[config.mk]
export PLATFORM = sky130hd
export DESIGN_NAME = i2c_bus_arbiter
export DESIGN_NICKNAME = d
export VERILOG_FILES = /design/src/rtl/i2c_bus_arbiter.sv
export SDC_FILE = /design/constraint.sdc
export NUM_CORES = 1
export LEC_CHECK = 0
export CAP_MARGIN = 20
export CORE_UTILIZATION = 43
export DETAILED_ROUTE_END_ITERATION = 10
export PLACE_DENSITY = 0.92
export SYNTH_ARGS = -nofsm -noshare
export SYNTH_HDL_FRONTEND = slang
export SYNTH_SLANG_ARGS = --single-unit
[constraint.sdc]
create_clock -name clk -period 4.8 [get_ports clk]
set_input_delay 0.96 -clock clk [delete_from_list [all_inputs] [get_ports clk]]
set_output_delay 0.96 -clock clk [all_outputs]
set_load 0.01 [all_outputs]
[src/rtl/i2c_bus_arbiter.sv]
// i2c_bus_arbiter: round-robin sequencer that shares one i2c_basic engine
// among NUM_REQ requesters, each presenting a full transaction descriptor.
// Optional watchdog on the engine wait: define I2C_ARB_TIMEOUT_EN.
module i2c_bus_arbiter #(
  parameter int unsigned NUM_REQ        = 4,
  parameter int unsigned TIMEOUT_CYCLES = 1048576
) (
  input  logic                  clk,
  input  logic                  reset,
  input  logic [NUM_REQ-1:0]    req,
  input  logic [7*NUM_REQ-1:0]  req_addr,
  input  logic [2*NUM_REQ-1:0]  req_num_wr,
  input  logic [24*NUM_REQ-1:0] req_wr_data,
  input  logic [2*NUM_REQ-1:0]  req_num_rd,
  output logic [NUM_REQ-1:0]    ack,
  output logic                  err,
  output logic [15:0]           rd_data,
  output logic                  busy,
  output logic [2:0]            grant_id,
  output logic [6:0]            i2c_addr,
  output logic [1:0]            i2c_num_wr_bytes,
  output logic [7:0]            i2c_wr_data0,
  output logic [7:0]            i2c_wr_data1,
  output logic [7:0]            i2c_wr_data2,
  output logic [1:0]            i2c_num_rd_bytes,
  output logic                  i2c_start,
  input  logic                  i2c_done,
  input  logic [7:0]            i2c_rd_data0,
  input  logic [7:0]            i2c_rd_data1,
  output logic                  i2c_rst_req
);

  localparam logic [2:0] S_IDLE    = 3'd0;
  localparam logic [2:0] S_GRANT   = 3'd1;
  localparam logic [2:0] S_START   = 3'd2;
  localparam logic [2:0] S_WAIT    = 3'd3;
  localparam logic [2:0] S_ACK     = 3'd4;
  localparam logic [2:0] S_HOLDOFF = 3'd5;

  localparam int unsigned MAX_REQ = 8;
  localparam int unsigned ADDR_W  = 7 * MAX_REQ;
  localparam int unsigned CNT_W   = 2 * MAX_REQ;
  localparam int unsigned DATA_W  = 24 * MAX_REQ;

  // Elaboration-time guard on the legal parameter range.
  if (NUM_REQ < 2 || NUM_REQ > MAX_REQ || TIMEOUT_CYCLES < 2) begin : g_param_check
    $error("i2c_bus_arbiter: illegal NUM_REQ or TIMEOUT_CYCLES");
  end

  logic [2:0]          state;
  logic [2:0]          state_nxt;
  logic [2:0]          rr_ptr;
  logic                any_req_c;
  logic [2:0]          sel_c;
  logic [3:0]          cand_c;
  logic                timeout_hit_c;
  logic [MAX_REQ-1:0]  req_pad;
  logic [ADDR_W-1:0]   addr_pad;
  logic [CNT_W-1:0]    nwr_pad;
  logic [CNT_W-1:0]    nrd_pad;
  logic [DATA_W-1:0]   wdat_pad;
  int unsigned         gi_c;

  // Zero-extend the requester buses to the maximum width so a 3-bit index is always in range.
  assign req_pad  = MAX_REQ'(req);
  assign addr_pad = ADDR_W'(req_addr);
  assign nwr_pad  = CNT_W'(req_num_wr);
  assign nrd_pad  = CNT_W'(req_num_rd);
  assign wdat_pad = DATA_W'(req_wr_data);
  assign gi_c     = 32'(grant_id);

  // Round-robin pick: first set request at or above rr_ptr, wrapping at NUM_REQ.
  always_comb begin
    any_req_c = 1'b0;
    sel_c     = 3'd0;
    cand_c    = 4'd0;
    for (int i = 0; i < int'(NUM_REQ); i++) begin
      cand_c = {1'b0, rr_ptr} + 4'(i);
      if (cand_c >= 4'(NUM_REQ)) cand_c = cand_c - 4'(NUM_REQ);
      if (!any_req_c && req_pad[cand_c[2:0]]) begin
        any_req_c = 1'b1;
        sel_c     = cand_c[2:0];
      end
    end
  end

`ifdef I2C_ARB_TIMEOUT_EN
  localparam int unsigned WD_W = (TIMEOUT_CYCLES > 2) ? $clog2(TIMEOUT_CYCLES) : 1;

  logic [WD_W-1:0] wd_cnt;

  // Watchdog: cleared on the way into WAIT, counts every WAIT cycle.
  always_ff @(posedge clk) begin
    if (reset) begin
      wd_cnt <= '0;
    end else if (state == S_START) begin
      wd_cnt <= '0;
    end else if (state == S_WAIT) begin
      wd_cnt <= wd_cnt + WD_W'(1);
    end
  end

  assign timeout_hit_c = (state == S_WAIT) && (wd_cnt == WD_W'(TIMEOUT_CYCLES - 1));
`else
  assign timeout_hit_c = 1'b0;
`endif

  // State register.
  always_ff @(posedge clk) begin
    if (reset) state <= S_IDLE;
    else       state <= state_nxt;
  end

  // Next-state logic.
  always_comb begin
    state_nxt = state;
    case (state)
      S_IDLE:    if (any_req_c) state_nxt = S_GRANT;
      S_GRANT:   state_nxt = S_START;
      S_START:   state_nxt = S_WAIT;
      S_WAIT:    if (i2c_done || timeout_hit_c) state_nxt = S_ACK;
      S_ACK:     state_nxt = S_HOLDOFF;
      S_HOLDOFF: state_nxt = S_IDLE;
      default:   state_nxt = S_IDLE;
    endcase
  end

  // Registered outputs: grant capture, descriptor freeze, pulses, read data, rr pointer.
  always_ff @(posedge clk) begin
    if (reset) begin
      ack              <= '0;
      err              <= 1'b0;
      rd_data          <= 16'h0000;
      busy             <= 1'b0;
      grant_id         <= 3'd0;
      i2c_addr         <= 7'h00;
      i2c_num_wr_bytes <= 2'd0;
      i2c_wr_data0     <= 8'h00;
      i2c_wr_data1     <= 8'h00;
      i2c_wr_data2     <= 8'h00;
      i2c_num_rd_bytes <= 2'd0;
      i2c_start        <= 1'b0;
      i2c_rst_req      <= 1'b0;
      rr_ptr           <= 3'd0;
    end else begin
      ack         <= '0;
      i2c_start   <= 1'b0;
      i2c_rst_req <= 1'b0;
      busy        <= (state_nxt != S_IDLE);
      case (state)
        S_IDLE: begin
          if (any_req_c) grant_id <= sel_c;
        end
        S_GRANT: begin
          i2c_addr         <= addr_pad[gi_c*7 +: 7];
          i2c_num_wr_bytes <= nwr_pad[gi_c*2 +: 2];
          i2c_wr_data0     <= wdat_pad[gi_c*24 +: 8];
          i2c_wr_data1     <= wdat_pad[gi_c*24 + 8 +: 8];
          i2c_wr_data2     <= wdat_pad[gi_c*24 + 16 +: 8];
          i2c_num_rd_bytes <= nrd_pad[gi_c*2 +: 2];
          i2c_start        <= 1'b1;
        end
        S_WAIT: begin
          if (i2c_done) begin
            rd_data <= {i2c_rd_data1, i2c_rd_data0};
            err     <= 1'b0;
            ack     <= NUM_REQ'(MAX_REQ'(1) << grant_id);
          end else if (timeout_hit_c) begin
            err         <= 1'b1;
            i2c_rst_req <= 1'b1;
            ack         <= NUM_REQ'(MAX_REQ'(1) << grant_id);
          end
        end
        S_ACK: begin
          rr_ptr <= (grant_id == 3'(NUM_REQ - 1)) ? 3'd0 : grant_id + 3'd1;
        end
        default: ;
      endcase
    end
  end

endmodule

==> impl_metrics.env <==
export IMPL_critPathArrivalTime_ns=3.53
export IMPL_finalHoldViolCount=0
export IMPL_syn_area_per_cell_sq_um=10.4
export IMPL_synth_yosys_seq_area_share_pct=32.0
export IMPL_powerDensity_mw_per_mm2=316
export IMPL_cts_htree_levels=3
export IMPL_setup_worst_path_start="grant_id[1]"
export IMPL_achievable_frequency_ghz=0.306
export IMPL_layout_area_overhead_vs_synth_pct=58.2
export IMPL_floorplan_die_area_sq_mm=0.00998
export IMPL_detail_route_antenna_nets=0
export IMPL_total_leakage_power_nw=2.28
export IMPL_insertedDiodeCount=0
export IMPL_clock_root_buffer="clkbuf_8"
export IMPL_utilization_pct=70.2
export IMPL_place_ws_ns=1.35
export IMPL_grt_overflow_total=0
export IMPL_cts_root_to_sink_buffers=2
export IMPL_die_h_microns=99.9
export IMPL_finish_net_count=770
export IMPL_route_final_wire_length_microns=15100
export IMPL_min_delay_path_class="register to register"
export IMPL_num_io_pins=225
export IMPL_hpwl_microns=11100
export IMPL_critical_path_max_fanout=17
export IMPL_yosys_cell_count_top_type="dfxtp_1"
export IMPL_slew_viol_final=0
export IMPL_ir_drop_v=0.000228
export IMPL_predominant_post_synthesis_flop_cell="dfxtp_1"
export IMPL_post_route_fraction_of_the_period_consumed_by_the_critical_path_pct=68.0
export IMPL_synth_warnings=0
export IMPL_cts_hold_buffers_added=0
export IMPL_post_layout_min_period_ns=3.26
export IMPL_critical_path_required_ns=5.06
export IMPL_postLayoutCellArea_sq_mm=0.00652
export IMPL_finalSetupTns_ns=0
export IMPL_initial_core_util_pct=44.4
export IMPL_startpoint_type="register"
export IMPL_clk_latency_ns=0.34
export IMPL_fin_skew_ns=0.0128
export IMPL_via_count=4317
export IMPL_antenna_found_initial=0
export IMPL_dp_cells=716
export IMPL_synth_edff_count=0
export IMPL_width_of_the_die_microns=99.9
export IMPL_post_cts_resized=0
export IMPL_synth_top_area_share_pct=32.0
export IMPL_report_power_total_mw=2.06
export IMPL_final_critical_path_setup_slack_ns=1.54
export IMPL_cts_tree="done"
export IMPL_num_rows=35
export IMPL_synth_async_reset_ratio_pct=0
export IMPL_cts_reportedPaths_clkPinSlew_ns=0.07
export IMPL_yosysTopAreaCell="dfxtp_1"
export IMPL_synth_commonest_cells="dfxtp_1, nand2_1, mux4_2"
export IMPL_grt_setup_unrepaired="no"
export IMPL_drt_wirelength_per_cell_microns=20.5
export IMPL_grt_start_max_net_pins=63
export IMPL_min_from="rd_data[14]"
export IMPL_synthTopCellsByArea="dfxtp_1, mux4_2, nand2_1, a22oi_1, a21oi_1"
export IMPL_slew_headroom_pct=31.9
export IMPL_layout_drive_gt1_share_pct=14.2
export IMPL_outcome="finished, final reports clean"
export IMPL_cts_made_buffers=9
export IMPL_grt_pass1_wl_microns=22700
export IMPL_worstSetupPathType="register to register"
export IMPL_syn_instance_count=395
export IMPL_worst_setup_path_end_kind="register"
export IMPL_synth_seq_cells=66
export IMPL_place_gp_congestion=0.883
export IMPL_syn_cell_area_sq_mm=0.00412
export IMPL_actual_slew_at_the_worst_max_slew_pin_ns=1.02
export IMPL_final_setup_viol_count=0
export IMPL_drc=0
export IMPL_placedInstanceArea_sq_mm=0.00633
export IMPL_layout_cells_non_filler=734
export IMPL_r2r_start="grant_id[1]"
export IMPL_global_routing_usage_summed_across_all_routing_layers_pct=29.8
export IMPL_via_count_of_the_first_global_routing_pass=4277
export IMPL_route_detailed_vias_per_inst=5.88
export IMPL_clock_sink_count=66
export IMPL_drt_iter0_markers=256
export IMPL_maxCapViolations=0
export IMPL_post_cts_repair_setup_buffers=0
export IMPL_drt_first_pass_iters=5
export IMPL_synth_cell_types=52
export IMPL_core_region_area_sq_mm=0.00928
export IMPL_timing_hold_ws_ns=0.454
export IMPL_portBuffers=222
-- layer usage --
layer	GRT usage (%)	part of all wire (%)	up-vias
met3	10.2	11	54
met1	31.8	34	2081
met4	15.8	4.5	0
met5	0	0	-
li1	-	-	1912
met2	52.1	50	270
-- critical path, stage by stage (launching register included) --
cell and delay, ns:
dfxtp_1 0.84, inv_1 0.32, fa_1 0.71, nor3b_2 0.10, xnor2_2 0.61, a21oi_1 0.12, a311o_1 0.36, a21oi_1 0.13
-- sequential cells by signal, summed over array words and instances, names as in the netlist, 2 cells and up --
name	count
ack	4
grant_id	3
i2c_addr	7
i2c_num_rd_bytes	2
i2c_num_wr_bytes	2
i2c_wr_data0	8
i2c_wr_data1	8
i2c_wr_data2	8
rd_data	16
rr_ptr	3
state	3
-- cell families (layout without fill, tap and decap cells) --
group	after synthesis	after routing	synth area share, %
other	1	2	0.0910
AO/OA/AOI/OAI	92	92	15.2
XOR/XNOR	4	4	1.03
adder cells (fa/ha/maj)	7	7	2.31
AND/OR/NAND/NOR	123	123	12.9
multiplexers	58	58	30.3
flip-flops	66	66	32.0
buffers and inverters	44	253	6.04
-- power breakdown --
part | total [mW] | leakage (nW) | switching, mW | internal, mW
registers | 0.665 | 0.538 | 0.0531 | 0.612
logic | 0.987 | 1.65 | 0.454 | 0.533
clock network | 0.407 | 0.0872 | 0.207 | 0.200
total | 2.06 | 2.28 | 0.714 | 1.34
-- cell usage in the layout (no fill, tap or decap), types with 2 or more instances in the layout --
master / synthesis / routed
ha_1: 6 / 6
clkdlybuf4s50_1: 0 / 221
a211oi_1: 2 / 2
nor2_1: 36 / 35
clkbuf_8: 1 / 10
a21oi_1: 40 / 40
conb_1: 1 / 2
buf_4: 6 / 6
nand2b_1: 3 / 3
a311o_1: 8 / 8
and3_1: 6 / 6
clkbuf_1: 20 / 3
clkinv_2: 0 / 3
nand2_1: 63 / 63
a22oi_1: 27 / 27
xnor2_1: 2 / 2
dfxtp_1: 66 / 65
nor2b_1: 2 / 2
mux2i_1: 3 / 3
o21ai_2: 2 / 2
nor3_1: 5 / 5
inv_1: 7 / 7
mux4_2: 52 / 52
-- path summary, 6_finish.rpt --
check	end	slack (ns)	cells past startpoint
setup reg to reg	i2c_wr_data1[6]	1.54	7
setup / recovery	i2c_wr_data1[6]	1.54	7
hold / removal	rd_data[14]	0.45	2
hold reg to reg	rd_data[14]	0.45	2
-- area by class of cell --
class,count,area [sq um]
Inverter,8,30.0
Fill cell,672,2760
Sequential cell,66,1330
Timing Repair Buffer,229,2280
Clock inverter,3,15.0
Clock buffer,13,149
Multi-Input combinational cell,286,2560
Tap cell,129,161
Note: power is estimated with default switching activity, not from simulation.
